### config.mk
export PLATFORM = sky130hd
export DESIGN_NAME = flex_counter_cascade
export DESIGN_NICKNAME = d
export VERILOG_FILES = /design/src/rtl/flex_cnt_pkg.sv /design/src/rtl/flex_cnt_stage.sv /design/src/rtl/flex_counter_cascade.sv
export SDC_FILE = /design/constraint.sdc
export NUM_CORES = 1
export LEC_CHECK = 0
export BUFFER_PORTS_ARGS = -buffer_cell sky130_fd_sc_hd__buf_2
export CELL_PAD_IN_SITES_DETAIL_PLACEMENT = 0
export CELL_PAD_IN_SITES_GLOBAL_PLACEMENT = 1
export CORE_MARGIN = 10
export CORE_UTILIZATION = 43
export CTS_CLUSTER_DIAMETER = 100
export DETAILED_ROUTE_END_ITERATION = 8
export PLACE_DENSITY_LB_ADDON = 0.1
export SYNTH_ARGS = -nofsm -noshare
export SYNTH_HDL_FRONTEND = slang
export SYNTH_SLANG_ARGS = --single-unit
### constraint.sdc
create_clock -name clk -period 6.5 [get_ports clk]
set_input_delay 1.3 -clock clk [delete_from_list [all_inputs] [get_ports clk]]
set_output_delay 1.3 -clock clk [all_outputs]
set_load 0.005 [all_outputs]
### src/rtl/flex_cnt_pkg.sv
// Shared definitions for the cascaded flex counter (optional FLEX_CNT_LOAD_EN adds a parallel load).
// Holds default sizing, packed-slice indexing and the per-channel next-state case encoding.
package flex_cnt_pkg;

    localparam int DEF_CNT_BITS = 4;
    localparam int DEF_NUM_CH   = 3;

    // Which rule decided a channel's next state; LOAD only occurs when FLEX_CNT_LOAD_EN is defined.
    typedef enum logic [2:0] {
        CLR    = 3'd0,
        DIS    = 3'd1,
        HOLD   = 3'd2,
        WRAP   = 3'd3,
        RELOAD = 3'd4,
        INC    = 3'd5,
        LOAD   = 3'd6
    } next_case_e;

    function automatic int slice_lsb(input int ch, input int width);
        return ch * width;
    endfunction

endpackage

### src/rtl/flex_cnt_stage.sv
// One channel of the cascaded counter: counts 1..rv, flags the terminal value and reports its wrap.
// FLEX_CNT_LOAD_EN adds load/load_value ports that preload the count.
module flex_cnt_stage
    import flex_cnt_pkg::*;
#(
    parameter int W = DEF_CNT_BITS
) (
    input  logic         clk,
    input  logic         n_rst,
    input  logic         en,
    input  logic         clear,
    input  logic [W-1:0] rv,
`ifdef FLEX_CNT_LOAD_EN
    input  logic         load,
    input  logic [W-1:0] load_value,
`endif
    output logic [W-1:0] count,
    output logic         flag,
    output logic         wrap
);

    localparam logic [W-1:0] ONE = W'(1);

    logic [W-1:0] count_q, count_d;
    logic         flag_q, flag_d;
    logic         rv_zero;
    logic         load_now;
    next_case_e   ns_sel;

    assign rv_zero = (rv == '0);

`ifdef FLEX_CNT_LOAD_EN
    assign load_now = load;
`else
    assign load_now = 1'b0;
`endif

    // Wrap also covers the reload when the count already sits at/above a lowered rv.
    assign wrap = en && !load_now && !rv_zero && (flag_q || (count_q >= rv));

    always_comb begin
        ns_sel = HOLD;
        if (clear)                ns_sel = CLR;
        else if (load_now)        ns_sel = LOAD;
        else if (rv_zero)         ns_sel = DIS;
        else if (!en)             ns_sel = HOLD;
        else if (flag_q)          ns_sel = WRAP;
        else if (count_q >= rv)   ns_sel = RELOAD;
        else                      ns_sel = INC;
    end

    always_comb begin
        count_d = count_q;
        flag_d  = flag_q;
        case (ns_sel)
            CLR: begin
                count_d = ONE;
                flag_d  = 1'b0;
            end
`ifdef FLEX_CNT_LOAD_EN
            LOAD: begin
                count_d = load_value;
                flag_d  = (load_value == rv) && !rv_zero;
            end
`endif
            DIS: begin
                flag_d = 1'b0;
            end
            WRAP, RELOAD: begin
                count_d = ONE;
                flag_d  = (rv == ONE);
            end
            INC: begin
                count_d = count_q + ONE;
                flag_d  = ((count_q + ONE) == rv);
            end
            default: begin
                count_d = count_q;
                flag_d  = flag_q;
            end
        endcase
    end

    always_ff @(posedge clk or negedge n_rst) begin
        if (!n_rst) begin
            count_q <= '0;
            flag_q  <= 1'b0;
        end else begin
            count_q <= count_d;
            flag_q  <= flag_d;
        end
    end

    assign count = count_q;
    assign flag  = flag_q;

endmodule

### src/rtl/flex_counter_cascade.sv
// Odometer-style chain of flex_cnt_stage channels; channel i advances when channel i-1 wraps.
// FLEX_CNT_LOAD_EN adds a parallel load of all channels.
module flex_counter_cascade
    import flex_cnt_pkg::*;
#(
    parameter int NUM_CNT_BITS = DEF_CNT_BITS,
    parameter int NUM_CH       = DEF_NUM_CH
) (
    input  logic                         clk,
    input  logic                         n_rst,
    input  logic                         count_enable,
    input  logic                         clear,
    input  logic [NUM_CH*NUM_CNT_BITS-1:0] rollover_value,
`ifdef FLEX_CNT_LOAD_EN
    input  logic                         load,
    input  logic [NUM_CH*NUM_CNT_BITS-1:0] load_value,
`endif
    output logic [NUM_CH*NUM_CNT_BITS-1:0] count_out,
    output logic [NUM_CH-1:0]            rollover_flag,
    output logic                         carry_out,
    output logic                         all_rollover
);

    logic [NUM_CH-1:0] en;
    logic [NUM_CH-1:0] wrap;

    // The enable chain is purely combinational, so every channel updates on the same edge.
    for (genvar gi = 0; gi < NUM_CH; gi++) begin : g_ch
        localparam int LSB = slice_lsb(gi, NUM_CNT_BITS);

        if (gi == 0) begin : g_first
            assign en[gi] = count_enable;
        end else begin : g_next
            assign en[gi] = wrap[gi-1];
        end

        flex_cnt_stage #(
            .W(NUM_CNT_BITS)
        ) u_stage (
            .clk        (clk),
            .n_rst      (n_rst),
            .en         (en[gi]),
            .clear      (clear),
            .rv         (rollover_value[LSB +: NUM_CNT_BITS]),
`ifdef FLEX_CNT_LOAD_EN
            .load       (load),
            .load_value (load_value[LSB +: NUM_CNT_BITS]),
`endif
            .count      (count_out[LSB +: NUM_CNT_BITS]),
            .flag       (rollover_flag[gi]),
            .wrap       (wrap[gi])
        );
    end

    assign carry_out    = wrap[NUM_CH-1];
    assign all_rollover = &rollover_flag;

endmodule

== After elaboration in Yosys (flattened, before gate mapping) ==
Cells that the tools add are included.

* Shift-type cells: 0
* Reductions and logical operators: 34
* Div/mod/pow operators: 0
* $mul: 0
* Add/sub/neg operators: 3
* Eq/ne operators: 18
* Bitwise logic cells: 0
* Multiplexer cells: 21
* $lt $le $gt $ge: 3

{| class="wikitable"
|+ Operators with widths
! operator !! number
|-
| two-way mux 3 bit || 12
|-
| one-hot mux 4 bit (2 select lines) || 3
|-
| equality test 3 bit, second input constant || 6
|-
| adder 4 x 1 -> 4 bit, second input constant || 3
|-
| equality test 4 x 1 -> 1 bit, second input constant || 3
|-
| equality test 4 bit || 3
|-
| greater-or-equal comparator 4 bit || 3
|-
| zero test 4 bit || 3
|-
| OR reduction 2 bit || 6
|-
| equality test 3 x 1 -> 1 bit, second input constant || 3
|-
| equality test 3 x 2 -> 1 bit, second input constant || 3
|-
| zero test 3 bit || 3
|-
| one-hot mux 1 bit (3 select lines) || 3
|-
| nonzero test 3 bit || 3
|-
| OR reduction 3 bit || 3
|-
| logical AND 1 bit || 6
|-
| nonzero test 2 bit || 3
|-
| zero test 1 bit || 3
|-
| logical OR 1 bit || 3
|-
| two-way mux 1 bit || 3
|-
| AND reduction 3 bit || 1
|}

* Memory bits (read-only): 0
* Word-level logic and storage cells: 85
* Memories: 0
* RAM bits: 0
* Register bits after elaboration: 15
* Bits in latches: 0

== Logic depth before layout (Yosys ltp) ==
Gate-level depths: netlist (run 1).

* Word-level depth: 12
* Depth in mapped cells: 9
* Depth with buffers taken out: 8

== Hierarchy ==
A second synthesis (run 1) with hierarchy kept.

* Cell total of the unflattened synthesis: 157
* Area, all modules: 1440.1 µm²

{| class="wikitable"
|+ By module, submodules not included
! module !! area each (µm²) !! cells each !! instances
|-
| flex_cnt_stage || 478.0 || 52 || 3
|-
| flex_counter_cascade || 6.3 || 1 || 1
|}

== Worst setup path before layout (run 1) ==
No wires, ideal clock.

* Path kind: input to output
* Start point: input port rollover_value[1]
* End point: output port carry_out
* Arrival time: 2.643 ns
* Path slack: 2.557 ns
* Cell stages on the path: 8
* Cells stage by stage: inv_1 -> ha_1 -> o211ai_1 -> o21a_1 -> or3_1 -> buf_6 -> nor2_1 -> and3_1

* Longest elaborated chain between the ends: 8
* Elaborated cells on any way between the ends: 10

{| class="wikitable"
|+ Ends and longest elaborated chain
! item !! line !! text
|-
| from (decl) || flex_counter_cascade.sv:13 || <nowiki>input logic [NUM_CH*NUM_CNT_BITS-1:0] rollover_value,</nowiki>
|-
| branches (longest 3 deep; another with greater-or-equal comparator 4 bit) || -- ||
|-
| logical AND 1 bit * (5 in series) || flex_cnt_stage.sv:39 || <nowiki>assign wrap = en && !load_now && !rv_zero && (flag_q || (count_q >= rv));</nowiki>
|-
| to (decl) || flex_counter_cascade.sv:20 || <nowiki>output logic carry_out,</nowiki>
|}

Mark *: on every way between the ends.

== Worst setup path in the final report (run 1) ==
* Start point: input port rollover_value[3]
* End point: output port carry_out

The elaborated chain is that of the path after synthesis.

==> reports/results.tsv, run 1 <==
metric	value	unit
min_path_cells	1	
design_area	0.001629	mm^2
grt_max_degree	17	
powerDensity	139.0	mW/mm^2
drive_above_1_share	21.72	%
synth-compound-area-share	22.75	%
antenna_cells	0	
synth_simple_gate_area_share	22.84	%
avgSynthCellArea	8.559	um^2
finalSetupViolations	0	
cts_root_buf	clkbuf_4	
vias_per_cell	5.748	
arrival	3030	ps
die_h	78.00	um
clk_latency	290	ps
yosysWarnings	0	
ant_nets	0	
finalMaxSlewViolations	0	
ios	33	
crit_buf_inv	3	
crit_path_max_fanout	9	
cp_slowest_cell	or3_1	
yosysSeqAreaShare	25.95	%
grt_setup_unrepaired	no	
drc	0	
cts_setup_buffers	0	
slew_headroom	56.04	%
fin_nets	230	
synth-xor-area-share	6.055	%
place_hpwl	3.032	mm
synth_cell_type_count	43	
rr_worst_depth	8	
r2r-start	g_ch[0].u_stage.count[0]	
ys_ff_latch	15	
synth.area.mux_share	1.384	%
max_freq	0.2311	GHz
register_area	375.4	um^2
die_w	78.00	um
endpoint_kind	output port	
grt_antenna_before_repair	0	
grt_pass1_vias	1381	
synth_top_family_by_area	simple AND/OR/NAND/NOR gates	
cts.clk_slew.worst_paths	110	ps
yosys.area.top_type	dfrtp_1	
wl_per_cell	15.50	um
cts_inserted_buffers	3	
p_leak	0.8006	nW
synthFlopType	dfrtp_1	
tns	0	ps
clk_path_buf_depth	2	
cts_sinks	15	
drt_iter0_markers	46	
cts_hold_buffers	0	
tightest_slew	652.5	ps
tritoncts	done	
min_to	g_ch[0].u_stage.count[3]	
syn_nets	200	
placed_area	0.001602	mm^2
top_usage_layer	met2	
min_from	g_ch[0].u_stage.count[3]	
start_util	46.24	%
syn_area	0.001446	mm^2
critical_path.cell_chain	buf_2 -> inv_1 -> ha_1 -> o211ai_1 -> o21a_1 -> or3_1 -> nor2_1 -> and3_1 -> buf_2	
worst_path_most_repeated_cell	buf_2	
run_status	finished, final reports clean	
timing.rr.end	g_ch[0].u_stage.flag	
grt_pass1_wl	6.348	mm
min_period_over_period	66.57	%
synth_top_area_share	25.95	%
ctsResizeCount	0	
holdWs	593.9	ps
min_path_type	reg -> reg	
start_kind	input pin	
required	5200	ps
peakVddDrop	0.07824	mV
synth_common_cells	dfrtp_1 (15), ha_1 (15), inv_1 (15)	
numPortBuffers	32	
gp_congestion	0.8092	
use_met1	14.55	%
vias	1391	
synthArstFlopShare	100.0	%
rrSetupSlack	3870	ps
total_power	226.4	uW
final_util	52.08	%
met3_usage	3.917	%
wirelength	3.752	mm
hold_viol	0	
syn_to_final_growth	12.63	%
overflow	0	
syn_inst	169	
layout.filler_cells	304	
period_minus_slack	4327	ps
core	0.003128	mm^2
cp_slowest_stage_delay	510	ps
synth-adder-area-share	12.98	%
firstDrtPassIters	4	
synth_area_leaders	dfrtp_1 (26%), ha_1 (13%), o21ai_0 (4.2%)	
std_cell_rows	20	
max-cap-violations	0	
synth-edff-count	0	
htreeDepth	1	
path_delay_family	simple AND/OR/NAND/NOR gates	
grt_use_met2	21.06	%
grt_usage	12.31	%
finClkSkew	13.76	ps
dieArea	0.006083	mm^2
critPathKind	in -> out	
multi_input_area	954.7	um^2
## how the worst max path moves through the flow
stage,slack [ps],endpoint,from,cells after the start
floorplan,2560,carry_out,rollover_value[1],8
CTS,2150,carry_out,rollover_value[3],9
global placement,2210,carry_out,rollover_value[3],9
finish,2170,carry_out,rollover_value[3],9
global route,2070,carry_out,rollover_value[3],9
detailed placement,2150,carry_out,rollover_value[3],9
## sequential cells by signal, summed over array words and instances (netlist names)
name                flops
g_ch.u_stage.count     12
g_ch.u_stage.flag       3
## layout make-up
cell class | count | area share [%]
inverter | 15 | 3.456
multi-input combinational | 132 | 58.60
sequential | 15 | 23.04
timing repair buffer | 32 | 9.831
clock buffer | 3 | 1.382
clock inverter | 1 | 0.3072
tap | 44 | 3.379
## stage by stage
step	worst slack (ps)	std cells
floorplan	2557	169
global placement	2211	238
detailed placement	2154	238
CTS	2152	242
global route	2065	242
finish	2173	242
## power by group
part / internal, mW / total, mW / switching (mW)
Clock: 0.0229 / 0.0561 / 0.0333
Combinational: 0.0277 / 0.0680 / 0.0403
Sequential: 0.0967 / 0.102 / 0.00562
## placed cells by master (no fill, tap or decap), types with 2 or more instances in the layout
cell,count
a22o_1,4
a211oi_1,5
or4_1,2
ha_1,15
a211o_1,2
nor2b_1,3
or2_2,2
o21ai_0,12
nand2b_1,3
or4b_2,2
nand3_1,4
and3_1,3
clkbuf_4,3
dfrtp_1,15
nor4_1,5
a31oi_1,3
buf_2,32
xor2_1,5
o41ai_1,3
o211ai_1,3
a21oi_1,10
inv_1,15
mux2i_1,2
nor3_1,4
nor2_1,12
xnor2_1,5
nand2_1,8
## cells by family (layout without fill, tap and decap cells)
logic type,after synthesis,count (layout)
flops,15,15
compound gates,49,49
fa+ha+maj,15,15
xor+xnor,10,10
mux,2,2
simple gates,56,56
buf+inv,22,51
## routing by layer
layer | wire length, um | share of wire [%] | vias to the layer above
met1 | 1734 | 46 | 656
met4 | 13 | 0.35 | 0
met3 | 284 | 7.6 | 2
met2 | 1719 | 46 | 44
met5 | 0 | 0 | -
li1 | - | - | 689
Power figures use the tool's default switching activity.
==> inputs of run 2 (changes only) <==
CORE_UTILIZATION = 36   (was 43)
clock period = 3.8 ns   (was 6.5 ns; I/O delays follow)
==> reports/results.tsv, run 2 (synthesis results as in run 1) <==
metric	value	unit	change
run_status	finished, final reports clean		
tns	0	ps	unchanged
rr_worst_depth	8		unchanged
dieArea	0.006953	mm^2	+14%
clk_latency	250	ps	-40 ps
gp_congestion	0.8466		+4.6%
critical_path.cell_chain	buf_2 -> inv_1 -> ha_1 -> or2_2 -> a211oi_1 -> or2_2 -> nor2_1 -> and3_1 -> buf_2		
clk_path_buf_depth	2		unchanged
finalMaxSlewViolations	0		unchanged
vias_per_cell	5.676		-1.2%
htreeDepth	1		unchanged
fin_ws	549.3	ps	-1624 ps
finClkSkew	0.8804	ps	-12.88 ps
crit_path_max_fanout	10		+1
vias	1402		+0.79%
grt_max_degree	17		unchanged
timing.rr.end	g_ch[0].u_stage.flag		
crit_buf_inv	3		unchanged
tritoncts	done		
rrSetupSlack	1260	ps	-2610 ps
cts_inserted_buffers	3		unchanged
core	0.003771	mm^2	+21%
arrival	2490	ps	-540 ps
required	3040	ps	-2160 ps
grt_pass1_wl	6.348	mm	unchanged
fin_nets	231		+0.43%
numPortBuffers	32		unchanged
finalSetupViolations	0		unchanged
drc	0		unchanged
cts_sinks	15		unchanged
endpoint_kind	output port		
die_h	83.39	um	+6.9%
ant_nets	0		unchanged
cp_slowest_stage_delay	310	ps	-200 ps
slew_headroom	56.97	%	+0.93 points
cts.clk_slew.worst_paths	60	ps	-50 ps
cts_hold_buffers	0		unchanged
r2r-start	g_ch[0].u_stage.count[0]		
hold_viol	0		unchanged
die_w	83.39	um	+6.9%
final_common_cell	buf_2		
cp_slowest_cell	or2_2		
drive_above_1_share	22.11	%	+0.39 points
cts_setup_buffers	0		unchanged
min_period_over_period	85.54	%	
start_util	38.35	%	-7.9 points
critPathKind	in -> out		
layout_common_cells	buf_2 (32), inv_1 (15), ha_1 (15), dfrtp_1 (15)		
cts_root_buf	clkbuf_8		
drt_iter0_markers	56		+22%
dp_slack	540.2	ps	-1614 ps
max_freq	0.3076	GHz	
grt_setup_unrepaired	no		
wirelength	3.754	mm	about the same
min_path_type	in -> async		
overflow	0		unchanged
peakVddDrop	0.1780	mV	+130%
p_leak	0.8138	nW	+1.6%
max-cap-violations	0		unchanged
std_cell_rows	22		+10%
ios	33		unchanged
powerDensity	254.9	mW/mm^2	+83%
start_kind	input pin		
antenna_cells	0		unchanged
firstDrtPassIters	4		unchanged
ctsResizeCount	0		unchanged
syn_to_final_growth	14.79	%	
grt_antenna_before_repair	0		unchanged
path_delay_family	simple AND/OR/NAND/NOR gates		
wl_per_cell	15.20	um	-2.0%
grt_usage	10.48	%	-1.8 points
period_minus_slack	3251	ps	
largest_reg_flops	12		unchanged
place_hpwl	3.035	mm	+0.11%
tightest_slew	640.5	ps	-11.99 ps
grt_pass1_vias	1338		-3.1%
## run 2: power by group
| part | internal [mW] | switching [mW] | leakage (nW) | total [mW] |
|---|---|---|---|---|
| sequential | 0.166 | 0.00954 | 0.194 | 0.175 |
| combinational | 0.0478 | 0.0685 | 0.594 | 0.116 |
| clock | 0.0726 | 0.0593 | 0.0255 | 0.132 |
## run 2: worst max-delay path by stage
stage                                 start   endpoint  cells past startpoint  slack [ps]
after floorplan           rollover_value[1]  carry_out                      8         940
after global placement    rollover_value[6]  carry_out                      9         560
after detailed placement  rollover_value[3]  carry_out                      9         540
after CTS                 rollover_value[6]  carry_out                      9         540
after global routing      rollover_value[3]  carry_out                      9         360
final                     rollover_value[6]  carry_out                      9         550
## run 2: area by class of cell
type / instances / area (um^2)
Fill cell: 410 / 2111
Multi-Input combinational cell: 132 / 954.7
Sequential cell: 15 / 375.4
Timing Repair Buffer: 33 / 167.7
Tap cell: 48 / 60.06
Inverter: 15 / 56.30
Clock buffer: 3 / 41.29
Clock inverter: 1 / 5.005
## run 2: per-stage QoR
step	hold WS, ps	power, mW	cells	utilization [%]	instance area, um^2
3_3_place_gp	569.1	0.2940	243	42.80	1614
2_1_floorplan	464.4	0.2561	169	-	1446
5_1_grt	431.4	0.4598	247	44.03	1660
6_report	411.1	0.4233	247	44.03	1660
3_5_place_dp	572.8	0.2952	243	42.80	1614
4_1_cts	428.3	0.4310	247	44.03	1660
## run 2: metal layers
layer | vias up | GRT usage [%] | part of all wire [%]
met5 | - | 0 | 0
met4 | 0 | 2.462 | 0.61
met3 | 5 | 2.539 | 4.0
met2 | 21 | 17.18 | 47
met1 | 682 | 13.34 | 49
li1 | 694 | - | -
==> inputs of run 3 (changes only) <==
CORE_UTILIZATION = 43   (was 36)
clock period = 3.98 ns   (was 3.8 ns; I/O delays follow)
==> reports/results.tsv, run 3 (synthesis results as in run 1) <==
metric	value	unit	change
run_status	finished, final reports clean		
place_hpwl	3.031	mm	-0.15%
grt_pass1_vias	1422		+6.3%
grt_max_degree	17		unchanged
cts_setup_buffers	0		unchanged
min_period_over_period	83.69	%	
rrSetupSlack	1340	ps	+80 ps
numPortBuffers	32		unchanged
endpoint_kind	output port		
hold_viol	0		unchanged
dieArea	0.006083	mm^2	-13%
critPathKind	in -> out		
die_w	78.00	um	-6.5%
crit_path_max_fanout	9		-1
core	0.003128	mm^2	-17%
arrival	2530	ps	+40 ps
tritoncts	done		
finalSetupViolations	0		unchanged
wirelength	3.798	mm	+1.2%
final_util	52.32	%	+8.3 points
drc	0		unchanged
slew_headroom	52.99	%	-4.0 points
cts_inserted_buffers	3		unchanged
overflow	0		unchanged
htreeDepth	1		unchanged
firstDrtPassIters	4		unchanged
layout_common_cells	buf_2 (32), inv_1 (15), ha_1 (15), dfrtp_1 (15)		
start_kind	input pin		
cts.clk_slew.worst_paths	100	ps	+40 ps
cts_hold_buffers	0		unchanged
antenna_cells	0		unchanged
largest_reg_flops	12		unchanged
final_common_cell	buf_2		
peakVddDrop	0.1144	mV	-36%
finalMaxSlewViolations	0		unchanged
drive_above_1_share	22.11	%	unchanged
max-cap-violations	0		unchanged
cp_slowest_cell	or3_1		
std_cell_rows	20		-9.1%
grt_pass1_wl	6.624	mm	+4.3%
drt_iter0_markers	59		+5.4%
ios	33		unchanged
grt_setup_unrepaired	no		
rr_worst_depth	8		unchanged
grt_antenna_before_repair	0		unchanged
cp_slowest_stage_delay	510	ps	+200 ps
cts_sinks	15		unchanged
syn_to_final_growth	13.15	%	
finClkSkew	4.645	ps	+3.764 ps
timing.rr.end	g_ch[0].u_stage.flag		
die_h	78.00	um	-6.5%
start_util	46.24	%	+7.9 points
wl_per_cell	15.63	um	+2.8%
gp_congestion	0.8102		-4.3%
period_minus_slack	3331	ps	
clk_path_buf_depth	2		unchanged
ctsResizeCount	0		unchanged
worst_path_most_repeated_cell	buf_2		
min_path_type	in -> async		
cts_root_buf	clkbuf_4		
r2r-start	g_ch[0].u_stage.count[0]		
vias	1390		-0.86%
critical_path.cell_chain	buf_2 -> inv_1 -> ha_1 -> o211ai_1 -> o21a_1 -> or3_1 -> nor2_1 -> and3_1 -> buf_2		
grt_usage	12.88	%	+2.4 points
powerDensity	227.2	mW/mm^2	-11%
tns	0	ps	unchanged
ant_nets	0		unchanged
p_leak	0.8060	nW	-0.95%
fin_nets	231		unchanged
required	3180	ps	+140 ps
tightest_slew	697.8	ps	+57.22 ps
max_freq	0.3002	GHz	
clk_latency	290	ps	+40 ps
vias_per_cell	5.720		+0.78%
==> run 3: cell counts in the layout (fill, tap and decap cells not counted) <==
No cell type changed its count.
==> run 3: how the worst max path moves through the flow <==
stage | startpoint | endpoint | slack [ps]
2_1_floorplan | rollover_value[1] | carry_out | 1050
3_3_place_gp | rollover_value[3] | carry_out | 700
3_5_place_dp | rollover_value[3] | carry_out | 640
4_1_cts | rollover_value[3] | carry_out | 630
5_1_grt | rollover_value[3] | carry_out | 490
6_report | rollover_value[3] | carry_out | 650
==> run 3: per-layer routing <==
metal,up-vias,track usage (%),part of all wire [%]
met5,-,0,0
met4,0,4.122,0.90
met3,4,3.571,7.2
met2,41,21.64,45
met1,655,15.51,47
li1,690,-,-
==> run 3: final cells by class <==
cell class                      instances  area, um^2
Timing Repair Buffer                   33       167.7
Clock buffer                            3       22.52
Inverter                               15       56.30
Fill cell                             314        1491
Tap cell                               44       55.05
Sequential cell                        15       375.4
Clock inverter                          1       5.005
Multi-Input combinational cell        132       954.7
==> run 3: power by group <==
part | leakage, nW | switching [mW] | internal (mW)
Combinational | 0.594 | 0.0664 | 0.0456
Sequential | 0.194 | 0.00904 | 0.158
Clock | 0.0177 | 0.0556 | 0.0373
==> run 3: through the flow <==
stage / cells / hold WS (ps) / power, mW / setup slack [ps] / instance area (um^2)
final: 243 / 408.8 / 0.3719 / 649.3 / 1637
after CTS: 243 / 415.1 / 0.3759 / 633.8 / 1637
after detailed placement: 239 / 566.2 / 0.2817 / 638.2 / 1609
after global placement: 239 / 559.6 / 0.2791 / 699.4 / 1609
after global routing: 243 / 415.9 / 0.4019 / 492.1 / 1637
after floorplan: 169 / 500.4 / 0.2445 / 1045 / 1446
==> run 3: critical path: cells and delay by family <==
kind	cells	cell delay, ps
AND/OR/NAND/NOR	3	840
AO/OA/AOI/OAI	2	320
buffers and inverters	3	290
adder cells (fa/ha/maj)	1	290
